### src/rtl/lcd_clock_writer_pkg.sv
// Shared LCD command bytes, ASCII constants, state encodings and frame helpers
// for the HD44780 clock display writer.
package lcd_clock_writer_pkg;

  localparam logic [7:0] LCD_FUNC_SET = 8'h38;
  localparam logic [7:0] LCD_DISP_ON  = 8'h0C;
  localparam logic [7:0] LCD_ENTRY    = 8'h06;
  localparam logic [7:0] LCD_CLEAR    = 8'h01;
  localparam logic [7:0] LCD_DDRAM    = 8'h80;
  localparam logic [7:0] CH_COLON     = 8'h3A;
  localparam logic [7:0] CH_SPACE     = 8'h20;

  localparam logic [3:0] N_INIT  = 4'd4;
  localparam logic [3:0] N_CHARS = 4'd11;

  typedef enum logic [2:0] {
    S_PWR_WAIT, S_INIT, S_CLR_WAIT, S_ADDR, S_CHAR, S_GAP
  } state_t;

  typedef enum logic [1:0] {P_IDLE, P_SETUP, P_STROBE, P_HOLD} phase_t;

  typedef struct packed {
    logic [7:0] hour_10;
    logic [7:0] hour_1;
    logic [7:0] min_10;
    logic [7:0] min_1;
    logic [7:0] sec_10;
    logic [7:0] sec_1;
    logic [7:0] cnt_10;
    logic [7:0] cnt_1;
  } frame_t;

  function automatic logic [7:0] init_cmd(input logic [3:0] idx);
    case (idx)
      4'd0:    return LCD_FUNC_SET;
      4'd1:    return LCD_DISP_ON;
      4'd2:    return LCD_ENTRY;
      default: return LCD_CLEAR;
    endcase
  endfunction

  // Anything that is not an ASCII digit (including the upstream 8'h00) shows as blank.
  function automatic logic [7:0] sanitise(input logic [7:0] c);
    return (c >= 8'h30 && c <= 8'h39) ? c : CH_SPACE;
  endfunction

  function automatic logic [7:0] frame_char(input frame_t f, input logic [3:0] idx);
    case (idx)
      4'd0:                 return sanitise(f.hour_10);
      4'd1:                 return sanitise(f.hour_1);
      4'd3:                 return sanitise(f.min_10);
      4'd4:                 return sanitise(f.min_1);
      4'd6:                 return sanitise(f.sec_10);
      4'd7:                 return sanitise(f.sec_1);
      4'd9:                 return sanitise(f.cnt_10);
      4'd10:                return sanitise(f.cnt_1);
      4'd2, 4'd5, 4'd8:     return CH_COLON;
      default:              return CH_SPACE;
    endcase
  endfunction

endpackage

### src/rtl/lcd_strobe.sv
// Three-phase LCD bus write: SETUP (bus driven, e=0), STROBE (e=1), HOLD (e=0).
// done is high during HOLD so the sequencer can start the next write back-to-back.
module lcd_strobe
  import lcd_clock_writer_pkg::*;
(
  input  logic       clk,
  input  logic       nreset,
  input  logic       start,
  input  logic       cmd_rs,
  input  logic [7:0] cmd_data,
  output logic       lcd_e,
  output logic       lcd_rs,
  output logic [7:0] lcd_data,
  output logic       done
);

  phase_t phase, phase_next;

  always_comb begin
    phase_next = phase;
    case (phase)
      P_IDLE:   if (start) phase_next = P_SETUP;
      P_SETUP:  phase_next = P_STROBE;
      P_STROBE: phase_next = P_HOLD;
      P_HOLD:   phase_next = start ? P_SETUP : P_IDLE;
      default:  phase_next = P_IDLE;
    endcase
  end

  always_ff @(posedge clk or negedge nreset) begin
    if (!nreset) begin
      phase    <= P_IDLE;
      lcd_e    <= 1'b0;
      lcd_rs   <= 1'b0;
      lcd_data <= 8'h00;
    end else begin
      phase <= phase_next;
      lcd_e <= (phase_next == P_STROBE);
      if (start && (phase == P_IDLE || phase == P_HOLD)) begin
        lcd_rs   <= cmd_rs;
        lcd_data <= cmd_data;
      end
    end
  end

  assign done = (phase == P_HOLD);

endmodule

### src/rtl/lcd_clock_writer.sv
// Initialises an HD44780 LCD then endlessly rewrites one line as HH:MM:SS:CC
// from a snapshot of the digit inputs taken at the start of each frame.
module lcd_clock_writer
  import lcd_clock_writer_pkg::*;
#(
  parameter int unsigned POWERUP_CYCLES = 40,
  parameter int unsigned CLEAR_WAIT     = 2,
  parameter int unsigned REFRESH_GAP    = 4,
  parameter logic [6:0]  DDRAM_ADDR     = 7'h00
) (
  input  logic       clk,
  input  logic       nreset,
  input  logic [7:0] hour_10,
  input  logic [7:0] hour_1,
  input  logic [7:0] min_10,
  input  logic [7:0] min_1,
  input  logic [7:0] sec_10,
  input  logic [7:0] sec_1,
  input  logic [7:0] cnt_10,
  input  logic [7:0] cnt_1,
  output logic       lcd_e,
  output logic       lcd_rs,
  output logic       lcd_rw,
  output logic [7:0] lcd_data,
  output logic       ready
);

  localparam int unsigned W_MAX01 = (POWERUP_CYCLES > CLEAR_WAIT) ? POWERUP_CYCLES : CLEAR_WAIT;
  localparam int unsigned W_MAX   = (W_MAX01 > REFRESH_GAP) ? W_MAX01 : REFRESH_GAP;
  localparam int          CNT_W   = $clog2(W_MAX) + 1;

  state_t           state, state_next;
  logic [CNT_W-1:0] cnt, cnt_next;
  logic [3:0]       idx, idx_next;
  frame_t           snap;
  logic             issue, issue_rs, addr_go, done;
  logic [7:0]       issue_data;

  // A wait state's entry edge is its first idle cycle, so entry loads cnt with 1;
  // a zero wait skips the state and issues the next write from the done cycle.
  always_comb begin
    state_next = state;
    cnt_next   = cnt;
    idx_next   = idx;
    issue      = 1'b0;
    issue_rs   = 1'b0;
    issue_data = 8'h00;
    addr_go    = 1'b0;
    case (state)
      S_PWR_WAIT: begin
        if (cnt == CNT_W'(POWERUP_CYCLES)) begin
          issue      = 1'b1;
          issue_data = init_cmd(4'd0);
          idx_next   = 4'd1;
          state_next = S_INIT;
        end else begin
          cnt_next = cnt + 1'b1;
        end
      end
      S_INIT: begin
        if (done) begin
          if (idx < N_INIT) begin
            issue      = 1'b1;
            issue_data = init_cmd(idx);
            idx_next   = idx + 4'd1;
          end else if (CLEAR_WAIT == 0) begin
            addr_go = 1'b1;
          end else begin
            cnt_next   = CNT_W'(1);
            state_next = S_CLR_WAIT;
          end
        end
      end
      S_CLR_WAIT: begin
        if (cnt == CNT_W'(CLEAR_WAIT)) addr_go = 1'b1;
        else cnt_next = cnt + 1'b1;
      end
      S_ADDR, S_CHAR: begin
        if (done) begin
          if (idx < N_CHARS) begin
            issue      = 1'b1;
            issue_rs   = 1'b1;
            issue_data = frame_char(snap, idx);
            idx_next   = idx + 4'd1;
            state_next = S_CHAR;
          end else if (REFRESH_GAP == 0) begin
            addr_go = 1'b1;
          end else begin
            cnt_next   = CNT_W'(1);
            state_next = S_GAP;
          end
        end
      end
      S_GAP: begin
        if (cnt == CNT_W'(REFRESH_GAP)) addr_go = 1'b1;
        else cnt_next = cnt + 1'b1;
      end
      default: state_next = S_PWR_WAIT;
    endcase
    if (addr_go) begin
      issue      = 1'b1;
      issue_rs   = 1'b0;
      issue_data = LCD_DDRAM | {1'b0, DDRAM_ADDR};
      idx_next   = 4'd0;
      state_next = S_ADDR;
    end
  end

  always_ff @(posedge clk or negedge nreset) begin
    if (!nreset) begin
      state <= S_PWR_WAIT;
      cnt   <= '0;
      idx   <= 4'd0;
      snap  <= '0;
      ready <= 1'b0;
    end else begin
      state <= state_next;
      cnt   <= cnt_next;
      idx   <= idx_next;
      if (addr_go) begin
        snap  <= '{hour_10, hour_1, min_10, min_1, sec_10, sec_1, cnt_10, cnt_1};
        ready <= 1'b1;
      end
    end
  end

  lcd_strobe u_strobe (
    .clk      (clk),
    .nreset   (nreset),
    .start    (issue),
    .cmd_rs   (issue_rs),
    .cmd_data (issue_data),
    .lcd_e    (lcd_e),
    .lcd_rs   (lcd_rs),
    .lcd_data (lcd_data),
    .done     (done)
  );

  assign lcd_rw = 1'b0;

endmodule
### config.mk
export PLATFORM = sky130hd
export DESIGN_NAME = lcd_clock_writer
export DESIGN_NICKNAME = d
export VERILOG_FILES = /design/src/rtl/lcd_clock_writer_pkg.sv /design/src/rtl/lcd_strobe.sv /design/src/rtl/lcd_clock_writer.sv
export SDC_FILE = /design/constraint.sdc
export NUM_CORES = 1
export LEC_CHECK = 0
export CAP_MARGIN = 20
export CORE_UTILIZATION = 48
export DETAILED_ROUTE_END_ITERATION = 10
export GPL_ROUTABILITY_DRIVEN = 0
export PLACE_DENSITY = 0.76
export SLEW_MARGIN = 30
export SYNTH_ARGS = -nofsm -noshare
export SYNTH_HDL_FRONTEND = slang
export SYNTH_SLANG_ARGS = --single-unit
### constraint.sdc
create_clock -name clk -period 2.05 [get_ports clk]
set_clock_uncertainty 0.05 [all_clocks]
set_input_delay 0.615 -clock clk [delete_from_list [all_inputs] [get_ports clk]]
set_output_delay 0.615 -clock clk [all_outputs]
set_load 0.01 [all_outputs]
==> summary.txt <==
Routing
  • Post-route ant nets: 0
  • DR iter-0 viols: 295
  • DR pass1 iterations: 7
  • Drt drc: 0
  • Routed length per instance: 15.4 um
  • Routed Wire Length: 12000 um
  • Vias per cell: between 5 and 6
  • Via count: 4258

Clock network
  • H-tree depth: 3
  • # clock sinks: 91
  • Post-CTS Hold Buffers: 0
  • Max clock buf depth: 2
  • Skew-Pair Late Insertion Delay: 0.37 ns
  • Root Driver: clkbuf_8
  • CTS Buf Count: 9
  • TritonCTS clock tree: yes
  • Worst-path clk slew: roughly 0.09 ns

Power and ir drop
  • Sequential share of power: about 52%
  • Power per Cell Area: ~550 nW/um2
  • Total Power: 3.43 mW
  • P_leak: 2.71 nW
  • Switching Share: 20.2%
  • Int Pwr: 2.74 mW
  • Clock group share of total power: between 40% and 50%
  • Logic pwr share: 4.7%
  • Max IR drop VDD: 0.000294 V
  • P_sw: 0.694 mW

STA
  • WHS: ~0.20 ns
  • Fmax: 492 MHz
  • Final min period: 2.03 ns
  • Hold Fails Final Rpt: 0
  • Unrepaired setup endpoints after global routing: true
  • Final setup fails: 0
  • Crit share post-route: 99.2%
  • Max-slew violations: 0

Worst setup path
  • CP cell instances: clkbuf_2, buf_4, nor2b_1, nor3_1, or3_4, or2_4, o31ai_2
  • Critical path class: flop to flop
  • CP Depth: 7
  • Max incr delay on CP: 0.45 ns
  • Crit path launch type: flop
  • Crit-path leading delay family: simple AND/OR/NAND/NOR gates
  • Slowest-stage cell, CP: dfrtp_2
  • Crit end category: flop
  • RR Endpoint: cnt[5]
  • FF-to-FF setup slack: 0.02 ns
  • R2r startpoint: state[0]
  • CP arrival: between 2 and 2.5 ns
  • Buf/Inv on CP: 2
  • WP data required: 2.29 ns
  • R2R cell count: 7
  • CP Max Fanout: 8

Floorplanning
  • Rows: 35
  • Die width: 99.6 um
  • CORE AREA: 9240 um2
  • Die Span Y: 99.6 um
  • Boundary pin count: 78
  • DIE AREA: 9930 um2
  • Initial Util: 49.5%

Yosys
  • Post-synthesis sequential area ratio: 49.8%
  • Instance count of the mapped netlist: 529
  • Main synth FF type: dfrtp_1
  • Number of synthesized flops with an enable pin: 0
  • Area leader, netlist: dfrtp_1
  • Ys Warns: 0
  • Unique masters post-synth: 62
  • Seq cells post-synth: 91
  • Synthesized net count: 605
  • Yosys top cell area share: between 40% and 50%
  • Synth async-reset ratio: 100%
  • Mapped Area: 4580 um2
  • Syn avg cell area: ~8.6 um2
  • Synth top area cells: dfrtp_1 50%, nand2_1 16%, o21ai_0 3.3%, ha_1 2.7%, nor2_1 1.9%

Layout
  • Multi-input logic area: 2300 um2
  • Fraction of layout instances using a drive strength above 1: a little under a fifth
  • Commonest non-fill, non-tap cell in the layout: nand2_1
  • Nets@finish: 722
  • Fill count: roughly 700
  • N_diodes: 0
  • Most frequent cells in the layout: 194 x nand2_1, 84 x dfrtp_1, 75 x clkdlybuf4s50_1, 48 x buf_4
  • Synth-to-layout area growth: 36.8%
  • FF+latch area: 2290 um2
  • Post-route design area: roughly 6300 um2

Global routing
  • Grt ovf: 0
  • Total Routing Usage GR: 24.3%
  • Vias in the first global route: roughly 4000
  • First-pass GRT wire length: 18900 um
  • Largest net degree at the start of global routing: between 90 and 100
  • Initial antenna violation count: 0

Place
  • HPWL Detailed: 8230 um
  • Port bufs: 76
  • Dpl cell area: 5730 um2

Worst hold path
  • Worst hold-check path type: input pin to async pin

Run status
  • Status: finished, final reports clean

Job
  • Max-cap violations: 0
area by class of cell:
type | count | area share, %
Clock buffer | 10 | 2.20
Multi-Input combinational cell | 400 | 36.8
Tap cell | 129 | 2.58
Inverter | 14 | 0.920
Clock inverter | 4 | 1.58
Timing Repair Buffer | 130 | 19.4
Sequential cell | 91 | 36.5
synthesized netlist by cell type (3+ instances only):
master / number
o21a_1: 3
o21ai_0: 30
nand3_1: 9
nand3b_1: 3
and2_1: 4
buf_2: 12
a21oi_1: 10
buf_4: 3
ha_1: 10
o31ai_1: 3
a211oi_1: 3
or2_2: 3
inv_1: 13
nor4b_1: 4
nor3_1: 6
nand2b_1: 6
or3b_2: 4
mux2_2: 4
a22oi_1: 3
o21ai_1: 3
nand2_1: 194
nand4_1: 10
nor2_1: 23
clkbuf_1: 9
nor4_1: 4
and3_1: 9
o22ai_1: 4
nor3b_1: 5
dfrtp_1: 91
flip-flops by register name, summed over array words and instances, names as in the netlist:
register           flops
u_strobe.phase         2
snap                  64
u_strobe.lcd_data      8
u_strobe.lcd_e         1
u_strobe.lcd_rs        1
ready                  1
state                  3
cnt                    7
idx                    4
power groups by stage:
stage | sequential (mW) | clock [mW] | combinational, mW
after floorplan | 1.83 | 0 | 0.00357
after global placement | 1.83 | 0 | 0.163
after detailed placement | 1.83 | 0 | 0.165
after CTS | 1.79 | 1.50 | 0.165
after global routing | 1.79 | 1.57 | 0.177
final | 1.79 | 1.48 | 0.162
worst max-delay path by stage:
stage,startpoint,end,slack [ns]
after floorplan,cnt[0],cnt[5],-0.02
after global placement,state[0],idx[2],0.01
after detailed placement,state[0],idx[2],-0.04
after CTS,idx[1],u_strobe.lcd_data[0],-0.004
after global routing,state[0],cnt[5],-0.05
final,state[0],cnt[5],0.02
per-layer routing:
metal  vias to the layer above  share of wire (%)  global-route usage (%)
met3                        31                5.2                    3.58
met4                         0                2.9                    11.5
li1                       2030                  -                       -
met5                         -                  0                       0
met1                      2038                 43                    32.3
met2                       159                 49                    39.2
repair_timing:
item,in CTS,in global routing
endpoints found under the setup margin,15,79
gates cloned,0,1
pin swaps,2,12
resized for setup,14,38
hold endpoints to repair,0,0
setup buffers,2,10
logic make-up (layout without fill, tap and decap cells):
logic type	count (synthesis)	in the layout	share of synthesized area, %
AOI/OAI and AO/OA	83	83	12.3
muxes	5	5	1.20
adders and majority gates	10	10	2.73
and+or+nand+nor	301	301	30.3
DFF	91	91	49.8
buffers and inverters	38	158	3.69
other	1	1	0.0820
worst reg2reg max path, delay by kind of cell, from the launching register on:
kind / cells / cell delay, ns
simple gates: 4 / 0.88
flops: 1 / 0.45
buf+inv: 2 / 0.36
compound gates: 1 / 0.21
metrics by stage:
step / util (%) / setup slack (ns) / TNS, ns / std cells
3_3_place_gp: 62.0 / 0.0148 / 0 / 751
6_report: 67.7 / 0.0165 / 0 / 778
3_5_place_dp: 62.0 / -0.0430 / -0.211 / 751
4_1_cts: 65.1 / -0.00384 / -0.00384 / 767
5_1_grt: 67.7 / -0.0548 / -0.212 / 778
2_1_floorplan: - / -0.0182 / -0.0359 / 529
(Power assumes the default switching activity.)
